--- config.mk ---
export PLATFORM = sky130hd
export DESIGN_NAME = auth_request_scheduler
export DESIGN_NICKNAME = d
export VERILOG_FILES = /design/src/rtl/auth_init_pkg.sv /design/src/rtl/auth_timeout_timer.sv /design/src/rtl/auth_request_scheduler.sv
export SDC_FILE = /design/constraint.sdc
export NUM_CORES = 1
export LEC_CHECK = 0
export CAP_MARGIN = 25
export CORE_ASPECT_RATIO = 0.8
export CORE_MARGIN = 8
export CORE_UTILIZATION = 55
export CTS_CLUSTER_DIAMETER = 30
export DETAILED_ROUTE_END_ITERATION = 7
export PLACE_DENSITY = 0.85
export SLEW_MARGIN = 20
export SYNTH_ARGS = -nofsm -noshare
export SYNTH_HDL_FRONTEND = slang
export SYNTH_HIERARCHICAL = 1
export SYNTH_SLANG_ARGS = --single-unit
--- constraint.sdc ---
create_clock -name clk -period 5.4 [get_ports clk]
set_input_delay 0.81 -clock clk [delete_from_list [all_inputs] [get_ports clk]]
set_output_delay 0.81 -clock clk [all_outputs]
set_load 0.1 [all_outputs]
--- src/rtl/auth_init_pkg.sv ---
// rtl/auth_init_pkg.sv - shared types and constants for the authentication request scheduler
package auth_init_pkg;

  localparam int HDR_W     = 32;
  localparam int PAYLOAD_W = 32;

  localparam logic [7:0] PROTOCOL_VERSION = 8'h01;
  localparam logic [7:0] MT_DIGESTS       = 8'h81;
  localparam logic [7:0] MT_GET_CERT      = 8'h82;
  localparam logic [7:0] MT_CHALLENGE     = 8'h83;

  typedef enum logic [1:0] {
    REQ_INVALID   = 2'd0,
    REQ_CHALLENGE = 2'd1,
    REQ_DIGESTS   = 2'd2,
    REQ_CERT      = 2'd3
  } req_type_e;

  typedef enum logic [1:0] {
    FAIL_NONE      = 2'd0,
    FAIL_INVALID   = 2'd1,
    FAIL_RSP_ERROR = 2'd2,
    FAIL_TIMEOUT   = 2'd3
  } fail_code_e;

  typedef enum logic [6:0] {
    ST_IDLE       = 7'b0000001,
    ST_BUILD      = 7'b0000010,
    ST_SEND       = 7'b0000100,
    ST_WAIT_RSP   = 7'b0001000,
    ST_NEXT_CHUNK = 7'b0010000,
    ST_DONE       = 7'b0100000,
    ST_FAIL       = 7'b1000000
  } state_e;

  // Wire MessageType for a request kind; invalid kinds never reach BUILD.
  function automatic logic [7:0] msg_type(input req_type_e t);
    case (t)
      REQ_DIGESTS:   return MT_DIGESTS;
      REQ_CERT:      return MT_GET_CERT;
      REQ_CHALLENGE: return MT_CHALLENGE;
      default:       return 8'h00;
    endcase
  endfunction

endpackage

--- src/rtl/auth_timeout_timer.sv ---
// rtl/auth_timeout_timer.sv - loadable down-counter that flags expiry while enabled
module auth_timeout_timer #(
  parameter int unsigned TIMEOUT_W = 32
) (
  input  logic                 clk,
  input  logic                 reset,
  input  logic                 load,
  input  logic                 enable,
  input  logic [TIMEOUT_W-1:0] load_value,
  output logic                 expired
);

  logic [TIMEOUT_W-1:0] count;

  // Load wins over counting; the counter parks at zero until reloaded.
  always_ff @(posedge clk or posedge reset) begin
    if (reset) begin
      count <= '0;
    end else if (load) begin
      count <= load_value;
    end else if (enable && (count != '0)) begin
      count <= count - 1'b1;
    end
  end

  assign expired = enable && (count == '0);

endmodule

--- src/rtl/auth_request_scheduler.sv ---
// rtl/auth_request_scheduler.sv - authentication request initiator; AUTH_INIT_RETRY_EN enables timeout re-sends
module auth_request_scheduler
  import auth_init_pkg::*;
#(
  parameter int unsigned          NUM_SLOTS    = 4,
  parameter logic [15:0]          CERT_CHUNK   = 16'd64,
  parameter int unsigned          TIMEOUT_W    = 32,
  parameter logic [TIMEOUT_W-1:0] TO_DIGESTS   = 32'd2000,
  parameter logic [TIMEOUT_W-1:0] TO_CHALLENGE = 32'd4000,
  parameter logic [TIMEOUT_W-1:0] TO_CERT      = 32'd3000,
`ifdef AUTH_INIT_RETRY_EN
  parameter int unsigned          MAX_RETRIES  = 2,
`endif
  localparam int unsigned         SLOT_W       = (NUM_SLOTS > 1) ? $clog2(NUM_SLOTS) : 1
) (
  input  logic                 clk,
  input  logic                 reset,
  input  logic                 req_valid,
  output logic                 req_ready,
  input  logic [1:0]           req_type,
  input  logic [SLOT_W-1:0]    req_slot,
  output logic                 msg_valid,
  input  logic                 msg_ready,
  output logic [HDR_W-1:0]     header,
  output logic [PAYLOAD_W-1:0] payload,
  input  logic                 rsp_valid,
  input  logic                 rsp_error,
  input  logic [15:0]          rsp_remain,
  output logic                 done,
  output logic                 fail,
  output logic [1:0]           fail_code,
  output logic                 busy
);

  state_e               state, state_d;
  req_type_e            type_q;
  logic [SLOT_W-1:0]    slot_q;
  logic [15:0]          offset_q;
  logic [15:0]          offset_sum;
  fail_code_e           fail_code_q, fail_code_d;
  logic                 slot_oob;
  logic                 timer_load;
  logic                 timer_expired;
  logic                 retry_ok;
  logic [TIMEOUT_W-1:0] timeout_value;

  assign req_ready  = (state == ST_IDLE);
  assign busy       = (state != ST_IDLE);
  assign msg_valid  = (state == ST_SEND);
  assign fail_code  = fail_code_q;
  assign slot_oob   = (32'(req_slot) >= NUM_SLOTS);
  assign offset_sum = offset_q + CERT_CHUNK;
  assign timer_load = (state == ST_SEND) && msg_ready;

  // Each request kind has its own response deadline.
  always_comb begin
    timeout_value = TO_DIGESTS;
    case (type_q)
      REQ_CHALLENGE: timeout_value = TO_CHALLENGE;
      REQ_CERT:      timeout_value = TO_CERT;
      default:       timeout_value = TO_DIGESTS;
    endcase
  end

  auth_timeout_timer #(
    .TIMEOUT_W (TIMEOUT_W)
  ) u_timer (
    .clk        (clk),
    .reset      (reset),
    .load       (timer_load),
    .enable     (state == ST_WAIT_RSP),
    .load_value (timeout_value),
    .expired    (timer_expired)
  );

`ifdef AUTH_INIT_RETRY_EN
  localparam int unsigned RETRY_W = (MAX_RETRIES > 0) ? $clog2(MAX_RETRIES + 1) : 1;
  logic [RETRY_W-1:0] retry_q;

  assign retry_ok = (32'(retry_q) < MAX_RETRIES);

  // Re-send budget restarts for every new request and every new certificate chunk.
  always_ff @(posedge clk or posedge reset) begin
    if (reset) begin
      retry_q <= '0;
    end else if (((state == ST_IDLE) && req_valid) || (state == ST_NEXT_CHUNK)) begin
      retry_q <= '0;
    end else if ((state == ST_WAIT_RSP) && !rsp_valid && timer_expired && retry_ok) begin
      retry_q <= retry_q + 1'b1;
    end
  end
`else
  assign retry_ok = 1'b0;
`endif

  // Next-state and failure-cause selection; a reply beats a same-cycle expiry.
  always_comb begin
    state_d     = state;
    fail_code_d = fail_code_q;
    case (state)
      ST_IDLE: begin
        if (req_valid) begin
          fail_code_d = FAIL_NONE;
          if ((req_type == REQ_INVALID) || slot_oob) begin
            fail_code_d = FAIL_INVALID;
            state_d     = ST_FAIL;
          end else begin
            state_d = ST_BUILD;
          end
        end
      end
      ST_BUILD: state_d = ST_SEND;
      ST_SEND: begin
        if (msg_ready) state_d = ST_WAIT_RSP;
      end
      ST_WAIT_RSP: begin
        if (rsp_valid) begin
          if (rsp_error) begin
            fail_code_d = FAIL_RSP_ERROR;
            state_d     = ST_FAIL;
          end else if ((type_q == REQ_CERT) && (rsp_remain != 16'd0)) begin
            state_d = ST_NEXT_CHUNK;
          end else begin
            state_d = ST_DONE;
          end
        end else if (timer_expired) begin
          if (retry_ok) begin
            state_d = ST_SEND;
          end else begin
            fail_code_d = FAIL_TIMEOUT;
            state_d     = ST_FAIL;
          end
        end
      end
      ST_NEXT_CHUNK: begin
        if (offset_sum == 16'd0) begin
          fail_code_d = FAIL_TIMEOUT;
          state_d     = ST_FAIL;
        end else begin
          state_d = ST_BUILD;
        end
      end
      ST_DONE: state_d = ST_IDLE;
      ST_FAIL: state_d = ST_IDLE;
      default: state_d = ST_IDLE;
    endcase
  end

  // State register.
  always_ff @(posedge clk or posedge reset) begin
    if (reset) state <= ST_IDLE;
    else       state <= state_d;
  end

  // Request context, message image and completion pulses.
  always_ff @(posedge clk or posedge reset) begin
    if (reset) begin
      type_q      <= REQ_INVALID;
      slot_q      <= '0;
      offset_q    <= '0;
      header      <= '0;
      payload     <= '0;
      done        <= 1'b0;
      fail        <= 1'b0;
      fail_code_q <= FAIL_NONE;
    end else begin
      done        <= (state == ST_DONE);
      fail        <= (state == ST_FAIL);
      fail_code_q <= fail_code_d;
      if ((state == ST_IDLE) && req_valid) begin
        type_q   <= req_type_e'(req_type);
        slot_q   <= req_slot;
        offset_q <= '0;
      end
      if (state == ST_BUILD) begin
        header  <= {PROTOCOL_VERSION, msg_type(type_q), 8'(slot_q), 8'h00};
        payload <= (type_q == REQ_CERT) ? {offset_q, CERT_CHUNK} : '0;
      end
      if (state == ST_NEXT_CHUNK) offset_q <= offset_sum;
    end
  end

endmodule

Word-level counts from Yosys, hierarchy flattened
Cells that the tools add are included.

Equal/unequal tests: 16. Reduce and logical (&&, ||, !) cells: 15. Add/sub/neg operators: 2. Muxes and demuxes: 23.

Operator list (count): 32-bit two-way mux (3); 7-bit two-way mux (7); 7-bit case mux with 5 select lines (1); 32-bit logical NOT (1); 16-bit two-way mux (2); 32-bit nonzero test (1); 32-bit by 1-bit subtractor with 32-bit output (second input constant) (1); 12-bit case mux with 2 select lines (1); 8-bit case mux with 3 select lines (1); 16-bit by 7-bit adder with 16-bit output (second input constant) (1); 16-bit logical NOT (1); 16-bit nonzero test (1); 2-bit two-way mux (5); 7-bit by 1-bit == test with 1-bit output (second input constant) (1); 7-bit by 2-bit == test with 1-bit output (second input constant) (1); 7-bit by 3-bit == test with 1-bit output (second input constant) (1); 7-bit by 4-bit == test with 1-bit output (second input constant) (1); 7-bit by 5-bit == test with 1-bit output (second input constant) (1); 7-bit by 6-bit == test with 1-bit output (second input constant) (1); 7-bit == test (second input constant) (1); 7-bit by 1-bit inequality test with 1-bit output (second input constant) (1); 6-bit two-way mux (1); 3-bit inequality test (second input constant) (2); 2-bit case mux with 3 select lines (1); 11 further kinds (18).

Flip-flop bits (word level): 106. Output and inout port bits: 71. Word-level logic and storage cells: 66. Input bits: 26.

Logic depth before layout (Yosys ltp)
Depth in word-level cells: 6. Mapped depth: 10. Gate-level depth less buffers: 9.

Modules after synthesis
The synthesis kept the hierarchy.

Modules (own cells, without submodules): auth_request_scheduler (area each 2555.0 µm², seq. area each 1077.3 µm², times used 1, cells each 281); auth_timeout_timer (area each 2003.2 µm², seq. area each 800.8 µm², times used 1, cells each 228).

Least setup slack after synthesis
No wires, ideal clock.

Path kind: register to register. From: register state[1]. To: register u_timer.count[11]. Buffers on the path: 4. Data required time: 5.259 ns. Stages on the path, launching flop included: 11. Period minus slack after synthesis: 4.189 ns. Data arrival time: 4.048 ns. Setup time: 0.141 ns. Setup slack: 1.211 ns. Cells stage by stage: dfrtp_1 > buf_6 > or4_4 > nor4b_2 > and2_1 > clkbuf_1 > inv_1 > clkbuf_1 > clkbuf_1 > nor2_1 > a31oi_1.

Word-level cells in the longest chain between the ends: 3. Elaborated cells between the ends (all ways): 6. Those cells by class: eq/ne: 2; mux: 1; reduce/logical: 3.

RTL lines: start, declared (line auth_request_scheduler.sv:35) `state_e state, state_d;`; start signal, assigned (line auth_request_scheduler.sv:152) `else state <= state_d;`; 7-bit by 3-bit == test with 1-bit output *; via msg_valid (line auth_request_scheduler.sv:22) `output logic msg_valid,`; 1-bit logical AND * (line auth_request_scheduler.sv:53) `assign timer_load = (state == ST_SEND) && msg_ready;`; via timer_load (line auth_request_scheduler.sv:42) `logic timer_load;`; 32-bit two-way mux / 2-bit nonzero test (equally long branches); end signal, assigned (line auth_timeout_timer.sv:20) `count <= load_value;`; end signal, assigned (line auth_timeout_timer.sv:22) `count <= count - 1'b1;`; end, declared (line auth_timeout_timer.sv:13) `logic [TIMEOUT_W-1:0] count;`.

The timed path passes the listed nets; every way through them passes the cells marked *. A chain may end at the register's enable or synchronous reset.

Worst setup path after layout
From: register state[1]. To: output msg_valid.

Word-level cells in the longest chain between the ends: 1.

RTL lines: 7-bit by 3-bit == test with 1-bit output (line auth_request_scheduler.sv:49) `assign msg_valid = (state == ST_SEND);`; end, declared (line auth_request_scheduler.sv:22).

Every way passes these cells.

==> impl_metrics.ini <==
[clock_tree]
h-tree-depth = 3
clock_latency_ns = 0.35
tritoncts = yes
cts_buffers = 9
clk_pin_slew_ns = 0.08
cts-resized-gates = 0
cts_hold_buffers = 0
clock-sinks = 75
post-cts-setup-buffers = 0
cts-root-buf = clkbuf_8
clockBufferDepth = 2

[route]
drt-total-wl_um = 11100
ant_nets = 0
dr.pass1.iters = 5
vias = 3900
vias_per_cell = 5.68
wl_per_cell_um = 16.2
drt_iter0_markers = 395
drc = 0

[worst_setup_path]
crit_required_ns = 4.59
startpoint_type = flop
cp_slowest_cell = clkdlybuf4s50_1
slowest_delay_ns = 1.21
crit_family = buffers and inverters
cp-end-kind = primary output
cp_max_fo = 9
crit_buf_inv = 1
crit_type = reg2out
cp.arrival_ns = 3.00
worstPathCellList = or4_4 -> nor4b_2 -> clkdlybuf4s50_1

[floorplanning]
core_region_area_um2 = 7980
die_w_um = 118
io_pins = 97
row_count = 29
start_util_pct = 57.1
dieArea_um2 = 11500
die_y_um = 97.4

[sta]
hold_viol = 0
worst_slew_pin_slew_ns = 1.05
max_freq_mhz = 263
rsz0062_at_grt = no
finalMaxSlewViolations = 0
fin_setup_tns_ns = 0
maxSlewHeadroom_pct = 29.8
min_period_over_period_pct = 70.5
fin_skew_ns = 0.0151
whs_ns = 0.473
setup_violations = 0
period_minus_slack_ns = 3.81

[pwr]
leakagePower_nw = 2.09
power_density_nw_per_um2 = 502
ir_worst_vdd_uv = 361
total_power_mw = 2.65

[grt]
antenna_found_initial = 0
globalRoute.totalOverflow = 0
grt_start_max_net_pins = 44
grt_pass1_wl_um = 18800
grt_pass1_vias = 3842
grtUsageTotal_pct = 19.6

[placed_design]
place_area_um2 = 5070
gp_congestion = 0.897
dpl.hpwl_um = 8100
io_buffers = 55

[final_layout]
syn_to_final_growth_pct = 16.0
multi_input_area_um2 = 2410
regArea_um2 = 1880
nNetsFinal = 608
post_route_cells_drive_above_1_share_pct = 7.94
diodes = 0
final_area_um2 = 5290
fillers = 629

[yosys]
synthArstFlopShare_pct = 100
synth-main-ff-cell = dfrtp_1
ys_ff_latch = 75
synth-edff-count = 0
ys_types = 58
synth_area_um2 = 4560
syn_avg_cell_area_um2 = 8.96
synthCells = 509
yosys_warnings = 6
yosysSeqAreaShare_pct = 41.2

[flow_run]
drv_cap = 0

[status]
status = finished clean

[worst_hold_path]
hold_path_class = reg2reg
==> cell families after synthesis <==
| group | after synthesis | share of synthesized area (%) |
|---|---|---|
| adders and majority gates | 8 | 2.20 |
| and+or+nand+nor | 204 | 25.0 |
| DFF | 75 | 41.2 |
| xor gates and xnor gates | 14 | 2.69 |
| AOI/OAI and AO/OA | 113 | 15.6 |
| muxes | 7 | 1.70 |
| other | 2 | 0.165 |
| buffers and inverters | 86 | 11.4 |
==> routing by layer <==
layer,up-vias,global-route usage [%],wire [µm]
met5,-,0,0
met4,0,6.68,166
met3,21,5.40,776
met2,172,30.0,5140
met1,1856,26.1,5020
li1,1851,-,-
==> metrics by stage <==
stage               setup WS, ns  instances  util [%]
floorplan                   1.21        574         -
detailed placement          1.96        671      63.5
global route                1.46        687      66.2
CTS                         1.57        687      66.2
finish                      1.59        687      66.2
global placement            2.00        671      63.5
==> area by class of cell <==
class,count,share of cell area [%]
well taps,108,2.56
repair buffers,60,11.1
clock buffers,10,2.41
flip-flops and latches,75,35.5
multi-input cells,413,45.6
inverters,15,1.07
clock inverters,6,1.70
==> cells in the mapped netlist (4+ instances only) <==
cell,number,share of area (%)
or3_1,12,1.6
clkbuf_1,16,1.3
a31oi_1,19,2.6
xnor2_1,11,2.1
nor3_1,6,0.66
a21oi_1,8,0.88
a311oi_1,5,0.96
dfrtp_1,74,41
o31a_1,4,0.77
nand2b_1,9,1.2
inv_1,15,1.2
and3_1,5,0.69
o21ai_0,39,4.3
nand3_1,9,0.99
buf_2,6,0.66
o21ai_1,8,0.88
and2_1,5,0.69
nand4b_1,4,0.77
or2_2,8,1.1
buf_4,46,7.6
mux2_2,6,1.5
o31ai_1,15,2.5
nand4_1,6,0.82
nand2_1,54,4.4
nor4_1,12,1.6
or4_1,15,2.5
ha_1,8,2.2
nor2_1,38,3.1
==> where the power goes <==
| group | switching, mW | internal, mW | total, mW |
|---|---|---|---|
| clock network | 0.218 | 0.261 | 0.480 |
| registers | 0.187 | 0.743 | 0.930 |
| logic | 0.897 | 0.345 | 1.24 |
| total | 1.30 | 1.35 | 2.65 |
==> flip-flops by register name, summed over array words and instances, names as in the netlist <==
signal and flops:
u_timer/count 32, state 7, payload 12, done 1
slot_q 2, fail 1, type_q 2, offset_q 10
fail_code 2, header 6
==> worst paths after layout <==
check,start,end,slack [ns],depth (start not counted)
min,header[24]$_DFFE_PP0P_,header[24]$_DFFE_PP0P_,0.47,1
min in group asynchronous,reset,u_timer/count[1]$_DFFE_PP0P_,0.88,3
max reg2reg,state[2]$_DFFE_PP0P_,fail_code[0]$_DFFE_PP0P_,2.01,9
max in group asynchronous,reset,done$_DFF_PP0_,4.07,3
min reg2reg,header[24]$_DFFE_PP0P_,header[24]$_DFFE_PP0P_,0.47,1
max,state[1]$_DFFE_PP0P_,msg_valid,1.59,3
==> layout by cell type, fill, tap and decap left out, drive strengths merged, types with 3 or more instances in the layout <==
master	instances
nand4b	4
nor4	14
nor2	38
o31a	4
mux2	6
nor4b	4
ha	8
a31oi	19
or2	8
inv	15
nand2b	9
and3	5
clkbuf	10
and2	5
nand4	6
nand2	54
o31ai	15
clkdlybuf4s50	55
clkinv	3
or3	12
buf	5
o21ai	47
dfrtp	74
xor2	3
xnor2	11
conb	67
a311oi	5
nand3	9
or4	18
a21oi	8
nor3	6
==> worst register-to-register path, stage by stage, from the launching register on <==
cell and delay [ns]:
dfrtp_1 0.49, nor3_1 0.60, nand4b_1 0.39, inv_1 0.29
inv_1 0.16, nor4_1 0.54, mux2i_1 0.16, or2_2 0.33
a211oi_1 0.24, nor3_1 0.08
(Power assumes the default switching activity.)
